**src/rtl/control_seq_pkg.sv**
```systemverilog
// Shared CPU definitions: datapath widths, opcode constants, sequencer
// state encoding and the control-strobe bundle produced by the decoder.
package control_seq_pkg;

  localparam int unsigned DATA_W = 8;
  localparam int unsigned OP_W   = 4;
  localparam int unsigned REG_W  = 4;

  localparam logic [OP_W-1:0] OP_NOP = 4'h0;
  localparam logic [OP_W-1:0] OP_LDI = 4'h1;
  localparam logic [OP_W-1:0] OP_LDA = 4'h2;
  localparam logic [OP_W-1:0] OP_STA = 4'h3;
  localparam logic [OP_W-1:0] OP_HLT = 4'hF;

  typedef enum logic [1:0] {
    ST_FETCH  = 2'd0,
    ST_DECODE = 2'd1,
    ST_EXEC   = 2'd2,
    ST_HALT   = 2'd3
  } state_t;

  typedef struct packed {
    logic memread;
    logic pcinc;
    logic regwrite;
    logic regread;
    logic accload;
    logic accread;
    logic illegal_op;
    logic halted;
  } strobe_t;

endpackage

```
**src/rtl/control_seq_op_decode.sv**
```systemverilog
// op_decode: combinational map of (state, opcode, run) to the strobe bundle.
// Ports:
//   state   in  current sequencer state
//   opcode  in  IR[7:4]
//   run     in  fetch enable, only meaningful in FETCH
//   strobes out strobe bundle for this cycle
module op_decode
  import control_seq_pkg::*;
(
  input  state_t          state,
  input  logic [OP_W-1:0] opcode,
  input  logic            run,
  output strobe_t         strobes
);

  always_comb begin
    strobes = '0;
    case (state)
      ST_FETCH: begin
        strobes.memread = run;
        strobes.pcinc   = run;
      end
      ST_DECODE: ;
      ST_EXEC: begin
        case (opcode)
          OP_NOP, OP_HLT: ;
          OP_LDI: begin
            strobes.memread  = 1'b1;
            strobes.regwrite = 1'b1;
            strobes.pcinc    = 1'b1;
          end
          OP_LDA: begin
            strobes.regread = 1'b1;
            strobes.accload = 1'b1;
          end
          OP_STA: begin
            strobes.accread  = 1'b1;
            strobes.regwrite = 1'b1;
          end
          default: strobes.illegal_op = 1'b1;
        endcase
      end
      ST_HALT: strobes.halted = 1'b1;
      default: ;
    endcase
  end

endmodule

```
**src/rtl/control_seq.sv**
```systemverilog
// control_seq: 3-cycle FETCH/DECODE/EXEC control sequencer with HALT.
// Ports:
//   clk, reset          clock, synchronous active-high reset
//   run                 fetch enable (sampled in FETCH)
//   bus_in[7:0]         data bus, instruction byte in FETCH
//   regaddr[3:0]        register address (registered in DECODE)
//   c_regwrite/regread  register file capture / drive
//   c_memread, c_pcinc  memory drive / PC increment
//   c_accload/accread   accumulator capture / drive
//   halted, illegal_op  HALT state, undefined-opcode pulse in EXEC
//   instr_count[7:0]    retired instruction count (wraps)
module control_seq
  import control_seq_pkg::*;
(
  input  logic              clk,
  input  logic              reset,
  input  logic              run,
  input  logic [DATA_W-1:0] bus_in,
  output logic [REG_W-1:0]  regaddr,
  output logic              c_regwrite,
  output logic              c_regread,
  output logic              c_memread,
  output logic              c_pcinc,
  output logic              c_accload,
  output logic              c_accread,
  output logic              halted,
  output logic              illegal_op,
  output logic [DATA_W-1:0] instr_count
);

  state_t            state;
  logic [DATA_W-1:0] ir;
  strobe_t           dec;
  strobe_t           gated;

  op_decode u_op_decode (
    .state   (state),
    .opcode  (ir[DATA_W-1:REG_W]),
    .run     (run),
    .strobes (dec)
  );

  // Strobes come only from state/IR (plus run in FETCH); reset silences them
  // immediately so an aborted instruction drives nothing further.
  assign gated      = reset ? strobe_t'('0) : dec;
  assign c_memread  = gated.memread;
  assign c_pcinc    = gated.pcinc;
  assign c_regwrite = gated.regwrite;
  assign c_regread  = gated.regread;
  assign c_accload  = gated.accload;
  assign c_accread  = gated.accread;
  assign illegal_op = gated.illegal_op;
  assign halted     = gated.halted;

  // Sequencer state, instruction register, register address and counter.
  always_ff @(posedge clk) begin
    if (reset) begin
      state       <= ST_FETCH;
      ir          <= '0;
      regaddr     <= '0;
      instr_count <= '0;
    end else begin
      case (state)
        ST_FETCH: begin
          if (run) begin
            ir    <= bus_in;
            state <= ST_DECODE;
          end
        end
        ST_DECODE: begin
          regaddr <= ir[REG_W-1:0];
          state   <= ST_EXEC;
        end
        ST_EXEC: begin
          instr_count <= DATA_W'(instr_count + DATA_W'(1));
          state       <= (ir[DATA_W-1:REG_W] == OP_HLT) ? ST_HALT : ST_FETCH;
        end
        ST_HALT: state <= ST_HALT;
        default: state <= ST_FETCH;
      endcase
    end
  end

endmodule
```
**config.mk**
```make
export PLATFORM = sky130hd
export DESIGN_NAME = control_seq
export DESIGN_NICKNAME = d
export VERILOG_FILES = /design/src/rtl/control_seq_pkg.sv /design/src/rtl/control_seq_op_decode.sv /design/src/rtl/control_seq.sv
export SDC_FILE = /design/constraint.sdc
export NUM_CORES = 1
export LEC_CHECK = 0
export ABC_CLOCK_PERIOD_IN_PS = 2280
export CELL_PAD_IN_SITES_DETAIL_PLACEMENT = 1
export CELL_PAD_IN_SITES_GLOBAL_PLACEMENT = 2
export CORE_MARGIN = 5
export CORE_UTILIZATION = 26
export DETAILED_ROUTE_END_ITERATION = 7
export GPL_ROUTABILITY_DRIVEN = 0
export HOLD_SLACK_MARGIN = 0.15
export PLACE_DENSITY_LB_ADDON = 0.1
export SKIP_LAST_GASP = 1
export SLEW_MARGIN = 20
export SYNTH_ARGS = -nofsm -noshare
export SYNTH_HDL_FRONTEND = slang
export SYNTH_SLANG_ARGS = --single-unit
```
**constraint.sdc**
```tcl
create_clock -name clk -period 2.28 [get_ports clk]
set_clock_uncertainty 0.1 [all_clocks]
set_input_delay 0.684 -clock clk [delete_from_list [all_inputs] [get_ports clk]]
set_output_delay 0.684 -clock clk [all_outputs]
set_load 0.005 [all_outputs]
```
==> flow_summary_export.csv <==
group,metric,value,unit
critical_path,start_to_end_type_of_the_worst_setup_path,"primary input to output pin",
sta,fmaxAchievable,0.4467,GHz
synth,synth-edff-count,0,
routing,post_drt_wl_per_cell,12.55,um
cts,clk-insertion-delay-late,270,ps
layout,fill_cells,438,
layout,multiInputGateArea,540.5,um2
synth,synth-async-reset-ratio,0,%
grt,grt.overflow.total,0,
layout,insertedDiodeCount,0,
sta,setup_viol_count_final,0,
synth,synth.net_count,117,
routing,route.final.wire_length,2435,um
sta,fin_tns_setup,0,ps
synth,netlist-cell-type-count,31,
die,fp.dieW,71.93,um
synth,synth_top_family_by_area,"simple AND/OR/NAND/NOR gates",
hold_path,worst_hold_startpoint,"regaddr[0]",
synth,synth_top_area_share,44.17,%
synth,ys_seq_area_share,44.17,%
routing,drtAntennaViolNets,0,
run_status,status,"finished, final reports clean",
hold_path,hold_path_end,"regaddr[0]",
synth,synth_cells,105,
grt,groute.usage.overall,10.44,%
die,chipHeight,71.93,um
cts,max-clock-path-buffers,2,
routing,drtPass1Iterations,4,
layout,final_net_count,159,
die,core_area,3689,um2
power_and_ir_drop,power_density,580.7,nW/um2
grt,grt_max_degree,14,
synth,yosys.area_share.simple,26.47,%
layout,postLayoutCoreUtil,41.38,%
cts,cts_inserted_buffers,3,
synth,avgSynthCellArea,9.497,um2
die,rows,22,
hold_path,holdPathStages,2,
synth,synth_compound_area_share,5.646,%
cts,cts_tree,"done",
cts,ctsRootBufferMaster,"sky130_fd_sc_hd__clkbuf_8",
hold_path,hold_path.class,"flip-flop to flip-flop",
critical_path,cp_data_arrival_time,1450,ps
layout,layout_common_cells,"sky130_fd_sc_hd__nor2_1, sky130_fd_sc_hd__clkdlybuf4s50_1, sky130_fd_sc_hd__dfxtp_1, sky130_fd_sc_hd__mux2i_1, sky130_fd_sc_hd__buf_4",
synth,netlist_area,997.2,um2
cts,cts_max_level,1,
die,die_area,5174,um2
sta,layout_min_cycle_time,2239,ps
sta,slew_viol_final,0,
synth,ys_ff_latch,22,
synth,post_synth_xor_area_fraction,1.757,%
routing,drc,0,
routing,post_drt_via_cell_ratio,4.531,
critical_path,r2r.worst_path.cells,6,
sta,hold_viol_final,0,
synth,post_synth_mux_area_share,15.31,%
grt,grt_pass1_vias,920,
layout,areaGrowthSynthToFinish,53.07,%
critical_path,timing.critical_path.from_type,"primary input",
sta,max_slew.worst_pin.slew,328.8,ps
grt,global_route_wire_length_before_repair,4167,um
routing,routed-via-count,879,
power_and_ir_drop,worst_ir_drop_vdd,0.0002613,V
critical_path,timing.critical_path.fanout_max,4,
layout,sequential_cell_area,442.9,um2
critical_path,worst_r2r_startpoint,"state[0]",
place,dp.final_hpwl,1928,um
sta,fin_crit_sh,98.18,%
power_and_ir_drop,p_leak,0.0006705,uW
synth,yosysWarningCount,0,
critical_path,endpoint_required_time_on_the_critical_path,1500,ps
die,io_pins,31,
die,initial_core_utilization,27.04,%
routing,drt_iter0_markers,29,
synth,synth-adder-area-share,1.255,%
sta,relSlewSlack,78.08,%
cts,cts.sink_count,22,
sta,setup_repair_after_global_routing_missed_its_margin,"no",
critical_path,timing.critical_path.to_type,"output pin",
place,numPortBuffers,30,
synth,synth.top_cells.by_area,"sky130_fd_sc_hd__dfxtp_1, sky130_fd_sc_hd__mux2i_1, sky130_fd_sc_hd__nor2_1",
cts,cts.reportedPaths.clkPinSlew,80,ps
critical_path,r2r-end,"instr_count[7]",
synth,synth_top_flop_cell,"sky130_fd_sc_hd__dfxtp_1",
layout,final_layout_size_suffix_gt1_share,23.29,%
run,maxCapViolCount,0,
grt,grt_antenna_before_repair,0,
critical_path,rrSetupSlack,560,ps
synth,yosysTopAreaCell,"sky130_fd_sc_hd__dfxtp_1",
cells by family (layout without fill, tap and decap cells):
logic type | after synthesis | after routing
AOI/OAI and AO/OA | 10 | 10
xor gates and xnor gates | 2 | 2
adders and majority gates | 1 | 1
buffers and inverters | 10 | 51
DFF | 22 | 22
muxes | 15 | 15
and+or+nand+nor | 45 | 45
worst max-delay path: stages:
cell and delay (ps):
sky130_fd_sc_hd__buf_6 100, sky130_fd_sc_hd__buf_6 120, sky130_fd_sc_hd__nor2_1 90, sky130_fd_sc_hd__and4b_1 240, sky130_fd_sc_hd__clkdlybuf4s15_2 220
timing repair:
action	CTS	global route
buffers inserted	2	2
endpoints found under the hold margin	0	0
setup endpoints to repair	8	5
hold buffers	0	0
resized for setup	31	6
pin swaps	2	1
worst max-delay path by stage:
stage,start,end,slack (ps)
2_1_floorplan,run,c_pcinc,10
3_3_place_gp,run,c_memread,-790
3_5_place_dp,run,c_pcinc,-790
4_1_cts,reset,c_pcinc,-6
5_1_grt,reset,c_regread,6
6_report,reset,c_accload,40
per-layer routing:
metal,part of all wire [%],global-route usage [%],vias to the layer above
met5,0,0,-
met4,2.4,6.263,0
met3,3.9,2.493,5
met2,54,18.47,15
met1,39,11.20,418
li1,-,-,441
final cells by class:
type / count / share of cell area [%]
Multi-Input combinational cell: 73 / 35.41
Timing Repair Buffer: 45 / 26.48
Clock buffer: 3 / 2.705
Tap cell: 48 / 3.934
Sequential cell: 22 / 29.02
Inverter: 2 / 0.4918
Clock inverter: 1 / 1.967
where the power goes:
part	leakage, uW	internal, uW	switching, uW
logic	0.000455	63.8	43.6
registers	0.000180	399	12.0
clock network	0.0000357	235	134
total	0.000670	697	189
state kept, by name (all words and copies together) (netlist names):
signal,flops
instr_count,8
ir,8
regaddr,4
state,2
synthesized netlist by cell type, types with 2 or more instances:
master,number
sky130_fd_sc_hd__dfxtp_1,22
sky130_fd_sc_hd__o21ai_0,3
sky130_fd_sc_hd__xor2_1,2
sky130_fd_sc_hd__nand3_1,3
sky130_fd_sc_hd__nand2b_1,2
sky130_fd_sc_hd__nand2_1,4
sky130_fd_sc_hd__or3_1,2
sky130_fd_sc_hd__mux2_1,2
sky130_fd_sc_hd__nor2_1,21
sky130_fd_sc_hd__nor4_4,2
sky130_fd_sc_hd__inv_1,2
sky130_fd_sc_hd__mux2i_1,13
sky130_fd_sc_hd__a21oi_1,5
sky130_fd_sc_hd__buf_4,2
sky130_fd_sc_hd__nor2b_1,2
sky130_fd_sc_hd__clkbuf_1,3
per-stage QoR:
step           area, um2  cells  total power, uW  hold WS, ps  worst slack, ps
3_5_place_dp        1400    186            520.5        392.0           -791.7
5_1_grt             1526    194            930.1        429.2            6.115
3_3_place_gp        1400    186            517.4        371.7           -788.6
6_report            1526    194            886.4        402.1            41.39
4_1_cts             1496    192            900.4        407.5           -5.854
2_1_floorplan       1003    105            468.4        359.6            10.46
No activity file was read; power rests on OpenSTA's default activity.
